===== src/rtl/noc_pkg.sv =====
// Shared definitions for the two-VC router input buffer: default payload width,
// flit layout and the output arbiter state encoding.
package noc_pkg;

  localparam int DATA_W_DEF = 32;
  localparam int NUM_VC     = 2;

  typedef struct packed {
    logic                  head;
    logic                  tail;
    logic [DATA_W_DEF-1:0] data;
  } flit_t;

  typedef enum logic [1:0] {
    ST_IDLE  = 2'd0,
    ST_LOCK0 = 2'd1,
    ST_LOCK1 = 2'd2
  } arb_state_t;

endpackage


===== src/rtl/vc_input_buffer_if.sv =====
// Link-side and switch-side signals of the VC input buffer, bundled for port use.
interface vc_input_buffer_if
  import noc_pkg::*;
#(
  parameter int DATA_W = DATA_W_DEF
);

  // Handshakes: a flit moves when its valid is high and the receiver's ready is
  // high in the same cycle. Link side: in_valid with in_ready[in_vc]; the link
  // tracks space via credit_ret. Switch side: vc_valid with vc_ready; while
  // vc_valid && !vc_ready the buffer holds vc_data/vc_head/vc_tail/vc_sel.
  logic [DATA_W-1:0] in_data;
  logic              in_valid;
  logic              in_vc;
  logic              in_head;
  logic              in_tail;
  logic [1:0]        in_ready;
  logic [1:0]        credit_ret;
  logic [DATA_W-1:0] vc_data;
  logic              vc_valid;
  logic              vc_head;
  logic              vc_tail;
  logic              vc_ready;
  logic              vc_sel;
  logic              err;

  modport master (
    output in_data, in_valid, in_vc, in_head, in_tail, vc_ready,
    input  in_ready, credit_ret, vc_data, vc_valid, vc_head, vc_tail, vc_sel, err
  );

  modport slave (
    input  in_data, in_valid, in_vc, in_head, in_tail, vc_ready,
    output in_ready, credit_ret, vc_data, vc_valid, vc_head, vc_tail, vc_sel, err
  );

endinterface


===== src/rtl/vc_fifo.sv =====
// Single-VC flit FIFO: registered storage, wrapping pointers, no write-to-read
// bypass, and a full FIFO refuses a push even when it pops in the same cycle.
module vc_fifo
  import noc_pkg::*;
#(
  parameter int W     = DATA_W_DEF + 2,
  parameter int DEPTH = 4
) (
  input  logic         clk,
  input  logic         reset,
  input  logic         push,
  input  logic [W-1:0] wdata,
  input  logic         pop,
  output logic [W-1:0] rdata,
  output logic         empty,
  output logic         full
);

  localparam int AW = $clog2(DEPTH);
  localparam logic [AW:0] FULL_CNT = (AW+1)'(DEPTH);

  logic [W-1:0]  mem [DEPTH];
  logic [AW-1:0] rd_ptr;
  logic [AW-1:0] wr_ptr;
  logic [AW:0]   count;
  logic          do_push;
  logic          do_pop;

  assign empty   = (count == '0);
  assign full    = (count == FULL_CNT);
  assign do_push = push && !full;
  assign do_pop  = pop && !empty;
  assign rdata   = mem[rd_ptr];

  always_ff @(posedge clk or posedge reset) begin
    if (reset) begin
      rd_ptr <= '0;
      wr_ptr <= '0;
      count  <= '0;
    end else begin
      if (do_push) wr_ptr <= wr_ptr + 1'b1;
      if (do_pop)  rd_ptr <= rd_ptr + 1'b1;
      case ({do_push, do_pop})
        2'b10:   count <= count + 1'b1;
        2'b01:   count <= count - 1'b1;
        default: count <= count;
      endcase
    end
  end

  // Storage needs no reset: an entry is only read once count says it was written.
  always_ff @(posedge clk) begin
    if (do_push) mem[wr_ptr] <= wdata;
  end

endmodule


===== src/rtl/vc_input_buffer.sv =====
// Two-VC router input buffer: per-VC FIFOs feeding one switch port through a
// packet-locked round-robin arbiter that discards headless fronts while idle.
module vc_input_buffer
  import noc_pkg::*;
#(
  parameter int DATA_W = DATA_W_DEF,
  parameter int DEPTH  = 4
) (
  input  logic               clk,
  input  logic               reset,
  vc_input_buffer_if.slave   bus,
  output arb_state_t         dbg_state
);

  typedef struct packed {
    logic              head;
    logic              tail;
    logic [DATA_W-1:0] data;
  } entry_t;

  localparam int EW = $bits(entry_t);

  arb_state_t    state;
  logic          rr_ptr;
  logic          sel_q;
  logic          err_q;
  logic [1:0]    ready;
  logic [1:0]    push;
  logic [1:0]    pop;
  logic [1:0]    empty;
  logic [1:0]    full;
  logic [1:0]    elig;
  logic [1:0]    drop;
  logic [EW-1:0] rdata0;
  logic [EW-1:0] rdata1;
  entry_t        wr_entry;
  entry_t        front [2];
  logic          locked;
  logic          lock_vc;
  logic          out_valid;
  logic          xfer;
  logic          grant_vc;
  logic          rd_vc;

  assign wr_entry = '{head: bus.in_head, tail: bus.in_tail, data: bus.in_data};

  vc_fifo #(.W(EW), .DEPTH(DEPTH)) u_fifo0 (
    .clk   (clk),
    .reset (reset),
    .push  (push[0]),
    .wdata (wr_entry),
    .pop   (pop[0]),
    .rdata (rdata0),
    .empty (empty[0]),
    .full  (full[0])
  );

  vc_fifo #(.W(EW), .DEPTH(DEPTH)) u_fifo1 (
    .clk   (clk),
    .reset (reset),
    .push  (push[1]),
    .wdata (wr_entry),
    .pop   (pop[1]),
    .rdata (rdata1),
    .empty (empty[1]),
    .full  (full[1])
  );

  assign front[0] = entry_t'(rdata0);
  assign front[1] = entry_t'(rdata1);

  // No space is advertised while reset is held, so nothing can land mid-reset.
  assign ready   = reset ? 2'b00 : ~full;
  assign push[0] = bus.in_valid && !bus.in_vc && ready[0];
  assign push[1] = bus.in_valid &&  bus.in_vc && ready[1];

  assign locked    = (state != ST_IDLE);
  assign lock_vc   = (state == ST_LOCK1);
  assign out_valid = locked && !empty[lock_vc];
  assign xfer      = out_valid && bus.vc_ready;

  assign elig[0] = !empty[0] && front[0].head;
  assign elig[1] = !empty[1] && front[1].head;

  // Headless fronts are only flushed in an idle cycle where nobody can be granted.
  assign drop = (!locked && (elig == 2'b00))
              ? (~empty & {~front[1].head, ~front[0].head})
              : 2'b00;

  assign pop[0] = drop[0] || (xfer && !lock_vc);
  assign pop[1] = drop[1] || (xfer &&  lock_vc);

  assign grant_vc = (elig == 2'b11) ? rr_ptr : elig[1];
  assign rd_vc    = locked ? lock_vc : sel_q;

  always_ff @(posedge clk or posedge reset) begin
    if (reset) begin
      state  <= ST_IDLE;
      rr_ptr <= 1'b0;
      sel_q  <= 1'b0;
      err_q  <= 1'b0;
    end else begin
      case (state)
        ST_IDLE: begin
          if (elig != 2'b00) begin
            state <= grant_vc ? ST_LOCK1 : ST_LOCK0;
            sel_q <= grant_vc;
          end
          if (drop != 2'b00) err_q <= 1'b1;
        end
        ST_LOCK0, ST_LOCK1: begin
          // Only a tail releases the lock; a stray head mid-packet is just data.
          if (xfer && front[lock_vc].tail) begin
            state  <= ST_IDLE;
            rr_ptr <= ~lock_vc;
          end
        end
        default: state <= ST_IDLE;
      endcase
    end
  end

  assign bus.in_ready   = ready;
  assign bus.credit_ret = pop;
  assign bus.vc_valid   = out_valid;
  assign bus.vc_data    = front[rd_vc].data;
  assign bus.vc_head    = front[rd_vc].head;
  assign bus.vc_tail    = front[rd_vc].tail;
  assign bus.vc_sel     = sel_q;
  assign bus.err        = err_q;
  assign dbg_state      = state;

endmodule


===== src/flat_wrapper.sv =====
// flat-port wrapper written by rule: the top's interface ports become plain ports
module vc_input_buffer_flat import noc_pkg::*;
#(
  parameter int DATA_W = DATA_W_DEF,
  parameter int DEPTH  = 4
)
  (clk, reset, dbg_state, bus_in_data, bus_in_valid, bus_in_vc, bus_in_head, bus_in_tail, bus_vc_ready, bus_in_ready, bus_credit_ret, bus_vc_data, bus_vc_valid, bus_vc_head, bus_vc_tail, bus_vc_sel, bus_err);
  vc_input_buffer_if #(.DATA_W(DATA_W)) bus_i ();
  input  logic clk;
  input  logic reset;
  output arb_state_t dbg_state;
  input wire logic [$bits(bus_i.in_data)-1:0] bus_in_data;
  input wire logic [$bits(bus_i.in_valid)-1:0] bus_in_valid;
  input wire logic [$bits(bus_i.in_vc)-1:0] bus_in_vc;
  input wire logic [$bits(bus_i.in_head)-1:0] bus_in_head;
  input wire logic [$bits(bus_i.in_tail)-1:0] bus_in_tail;
  input wire logic [$bits(bus_i.vc_ready)-1:0] bus_vc_ready;
  output wire logic [$bits(bus_i.in_ready)-1:0] bus_in_ready;
  output wire logic [$bits(bus_i.credit_ret)-1:0] bus_credit_ret;
  output wire logic [$bits(bus_i.vc_data)-1:0] bus_vc_data;
  output wire logic [$bits(bus_i.vc_valid)-1:0] bus_vc_valid;
  output wire logic [$bits(bus_i.vc_head)-1:0] bus_vc_head;
  output wire logic [$bits(bus_i.vc_tail)-1:0] bus_vc_tail;
  output wire logic [$bits(bus_i.vc_sel)-1:0] bus_vc_sel;
  output wire logic [$bits(bus_i.err)-1:0] bus_err;
  assign bus_i.in_data = bus_in_data;
  assign bus_i.in_valid = bus_in_valid;
  assign bus_i.in_vc = bus_in_vc;
  assign bus_i.in_head = bus_in_head;
  assign bus_i.in_tail = bus_in_tail;
  assign bus_i.vc_ready = bus_vc_ready;
  assign bus_in_ready = bus_i.in_ready;
  assign bus_credit_ret = bus_i.credit_ret;
  assign bus_vc_data = bus_i.vc_data;
  assign bus_vc_valid = bus_i.vc_valid;
  assign bus_vc_head = bus_i.vc_head;
  assign bus_vc_tail = bus_i.vc_tail;
  assign bus_vc_sel = bus_i.vc_sel;
  assign bus_err = bus_i.err;
  vc_input_buffer #(.DATA_W(DATA_W), .DEPTH(DEPTH)) u_core (.clk(clk), .reset(reset), .bus(bus_i), .dbg_state(dbg_state));
endmodule

===== config.mk =====
export PLATFORM = sky130hd
export DESIGN_NAME = vc_input_buffer_flat
export DESIGN_NICKNAME = d
export VERILOG_FILES = /design/src/rtl/noc_pkg.sv /design/src/rtl/vc_input_buffer_if.sv /design/src/rtl/vc_fifo.sv /design/src/rtl/vc_input_buffer.sv /design/src/flat_wrapper.sv
export SDC_FILE = /design/constraint.sdc
export NUM_CORES = 1
export LEC_CHECK = 0
export ABC_CLOCK_PERIOD_IN_PS = 2600
export CORE_ASPECT_RATIO = 1.25
export CORE_UTILIZATION = 53
export DETAILED_ROUTE_END_ITERATION = 12
export PLACE_DENSITY = 0.73
export REMOVE_ABC_BUFFERS = 1
export SYNTH_ARGS = -nofsm -noshare
export SYNTH_HDL_FRONTEND = slang
export SYNTH_SLANG_ARGS = --single-unit

===== constraint.sdc =====
create_clock -name clk -period 2.6 [get_ports clk]
set_input_delay 0.65 -clock clk [delete_from_list [all_inputs] [get_ports clk]]
set_output_delay 0.65 -clock clk [all_outputs]
set_load 0.01 [all_outputs]

==> metrics <==
status=finished, violations left; failing checks=negative setup slack; PwrDens=between 1000 and 1500 mW/mm^2; most common cell in the netlist=edfxtp_1; cell taking the most area after synthesis=edfxtp_1; initial DRC count=~600; CTS tree=yes; die height=167 um; Synth Flop Type=edfxtp_1; CP endpoint kind=output port; Worst Skew=8.14 ps; routed via count=about 5700; top cell type's share of synthesized area=between 70% and 80%; RSZ-0062 raised after global routing=true; Req. time, crit path=slightly below 2000 ps; Syn Area/Cell=approximately 22 um^2; antenna viol nets, final=0; Sink Count=about 290; die width=between 100 and 150 um; leakage power=approximately 0.0052 uW; initial antenna violation count=0; Final WS setup=-329 ps; ranking of synthesized cells by area=edfxtp_1 (71%), mux4_2 (13%), dfrtp_1 (4.1%); first-pass GRT wire length=about 37 mm; Syn Inst Count=just over 500; fin crit period=approximately 2900 ps; Vias/cell=5.82; Filler cells=between 1000 and 1500; Hold/Removal Path Class=reg -> reg; Routed WL per cell=around 25 um; Synth-to-Final Area Change=27.5%; Peak Freq=341 MHz; CTS Root Cell=clkbuf_16; initial core utilization=between 50% and 60%; Post-Synth Adder-Cell Area=~1.7%; Congestion Overflow GR=0; final wirelength=24.5 mm; gr usage total=between 20 and 25%; yosys warns=0; Post-synth EDFFs=about 270; Cell Rows=59; crit path max fanout=4; final period utilization=113%; Syn Std Cell Area=between 0.01 and 0.015 mm^2; ant diodes=0; post-synthesis xor/xnor area fraction=less than 1%; Synth Area in Simple Gates=roughly 1.5%; Max Cap Viol=0; WS Path Type=reg -> out; Clk Latency, worst-skew pair=roughly 540 ps; largest net degree at the start of global routing=23; Max Buffers Root-to-Sink=3; Max VDD drop=roughly 840 uV; Setup Viol. Count Final=38; largest family of logic cells by synthesized area=multiplexers; Final Hold Viols=0; hold-fix buffer count after cts=0; DPL Wire Length=about 14 mm; critical path arrival=2280 ps; ys async rst share=between 6 and 7%; drt drc=0; compound-gate portion of the synthesized area=about 1.6%; CTS buffer count=27; Final #Nets=around 740; Core ar.=roughly 0.021 mm^2; library cells used by synthesis=43; most instantiated cells after synthesis=edfxtp_1 (272), mux4_2 (68), mux2_2 (36), dfrtp_1 (19), inv_1 (17); Synth Register Bits=about 290; Rel. slew slack=46.2%; Ports=82; mux cell area share after synthesis=17.2%; sequential area share after synthesis=75.3%; Setup crit start kind=register; IO buf count=just over 80; vias in the first global route=6198; Pwr Total=roughly 17000 uW; die area=between 0.02 and 0.025 mm^2; Pins Over Slew Limit=0; Tightest Pin Transition=807 ps; H-tree Lvls=1; first drt pass iteration count=4; DP Worst Slack=-321 ps; clock transition at the registers of the reported paths=around 60 ps; share of layout cells above drive strength 1=roughly 43%; GPL Wtd Cong=around 0.83
==> per-stage QoR <==
step	std cells	hold WS (ps)	area [um^2]	setup TNS, ps	util [%]
after global routing	981	522	14600	-12240	69.6
after CTS	980	490	14600	-11180	69.4
after floorplan	490	474	11300	-49060	-
after global placement	905	465	13100	-4280	62.5
final	981	485	14600	-9680	69.6
after detailed placement	905	477	13100	-6140	62.5
==> worst max-delay path: stages (launching register included) <==
cell     delay (ps)
dfrtp_2         390
buf_6           140
buf_6           140
buf_12          120
mux4_2          520
mux2_4          290
buf_6           130
==> layer usage <==
layer / part of all wire (%) / global-route usage (%)
met5: 0 / 0
met2: 53 / 39.2
met4: 2.2 / 6.03
met3: 4.8 / 2.77
met1: 40 / 30.9
==> area by class of cell <==
type / instances / area [um^2] / area share, %
Tap cell: 274 / 343 / 2.34
Inverter: 17 / 63.8 / 0.436
Timing Repair Buffer: 167 / 1870 / 12.8
Clock inverter: 16 / 144 / 0.982
Sequential cell: 291 / 8650 / 59.1
Clock buffer: 34 / 722 / 4.93
Multi-Input combinational cell: 182 / 2850 / 19.5
==> layout by cell type, fill, tap and decap left out, drive strengths merged, types with 11 or more instances in the layout <==
| master | Yosys | layout |
|---|---|---|
| buf | 14 | 122 |
| clkbuf | 12 | 35 |
| clkdlybuf4s50 | 0 | 43 |
| clkinv | 0 | 11 |
| dfrtp | 19 | 19 |
| edfxtp | 272 | 272 |
| ha | 12 | 12 |
| inv | 17 | 18 |
| mux2 | 36 | 36 |
| mux4 | 68 | 68 |
==> power by group <==
part / internal [uW] / switching [uW]
clock: 2170 / 1650
sequential: 5530 / 187
combinational: 4380 / 3200
total: 12100 / 5030
==> flip-flops by register name, indices dropped and copies added, names as in the netlist <==
register               cells
u_core.bus.err             1
u_core.bus.vc_sel          1
u_core.dbg_state           2
u_core.rr_ptr              1
u_core.u_fifo0.count       3
u_core.u_fifo0.mem       136
u_core.u_fifo0.rd_ptr      2
u_core.u_fifo0.wr_ptr      2
u_core.u_fifo1.count       3
u_core.u_fifo1.mem       136
u_core.u_fifo1.rd_ptr      2
u_core.u_fifo1.wr_ptr      2
==> path summary, 6_finish.rpt <==
kind	slack [ps]	depth (start not counted)	from	to
setup / recovery	-330	6	u_core.u_fifo1.rd_ptr[0]	bus_vc_data[25]
hold / removal	490	1	u_core.bus.err	u_core.bus.err
setup reg to reg	-110	10	u_core.u_fifo1.rd_ptr[0]	u_core.u_fifo0.count[2]
hold reg to reg	490	1	u_core.bus.err	u_core.bus.err
max in group asynchronous	1390	2	reset	u_core.u_fifo1.rd_ptr[1]
min in group asynchronous	650	2	reset	u_core.u_fifo0.count[0]
==> what timing repair did <==
action	in CTS	in global routing
setup endpoints to repair	39	41
resized for setup	250	25
cloned	5	1
buffers inserted	20	5
pin swaps	12	9
==> kinds of logic (layout without fill, tap and decap cells) <==
logic type / count (synthesis) / count (layout)
compound gates: 17 / 17
xor+xnor: 12 / 12
fa+ha+maj: 14 / 14
buf+inv: 43 / 234
flops: 291 / 291
mux: 108 / 108
simple gates: 31 / 31
Note: power is estimated with default switching activity, not from simulation.
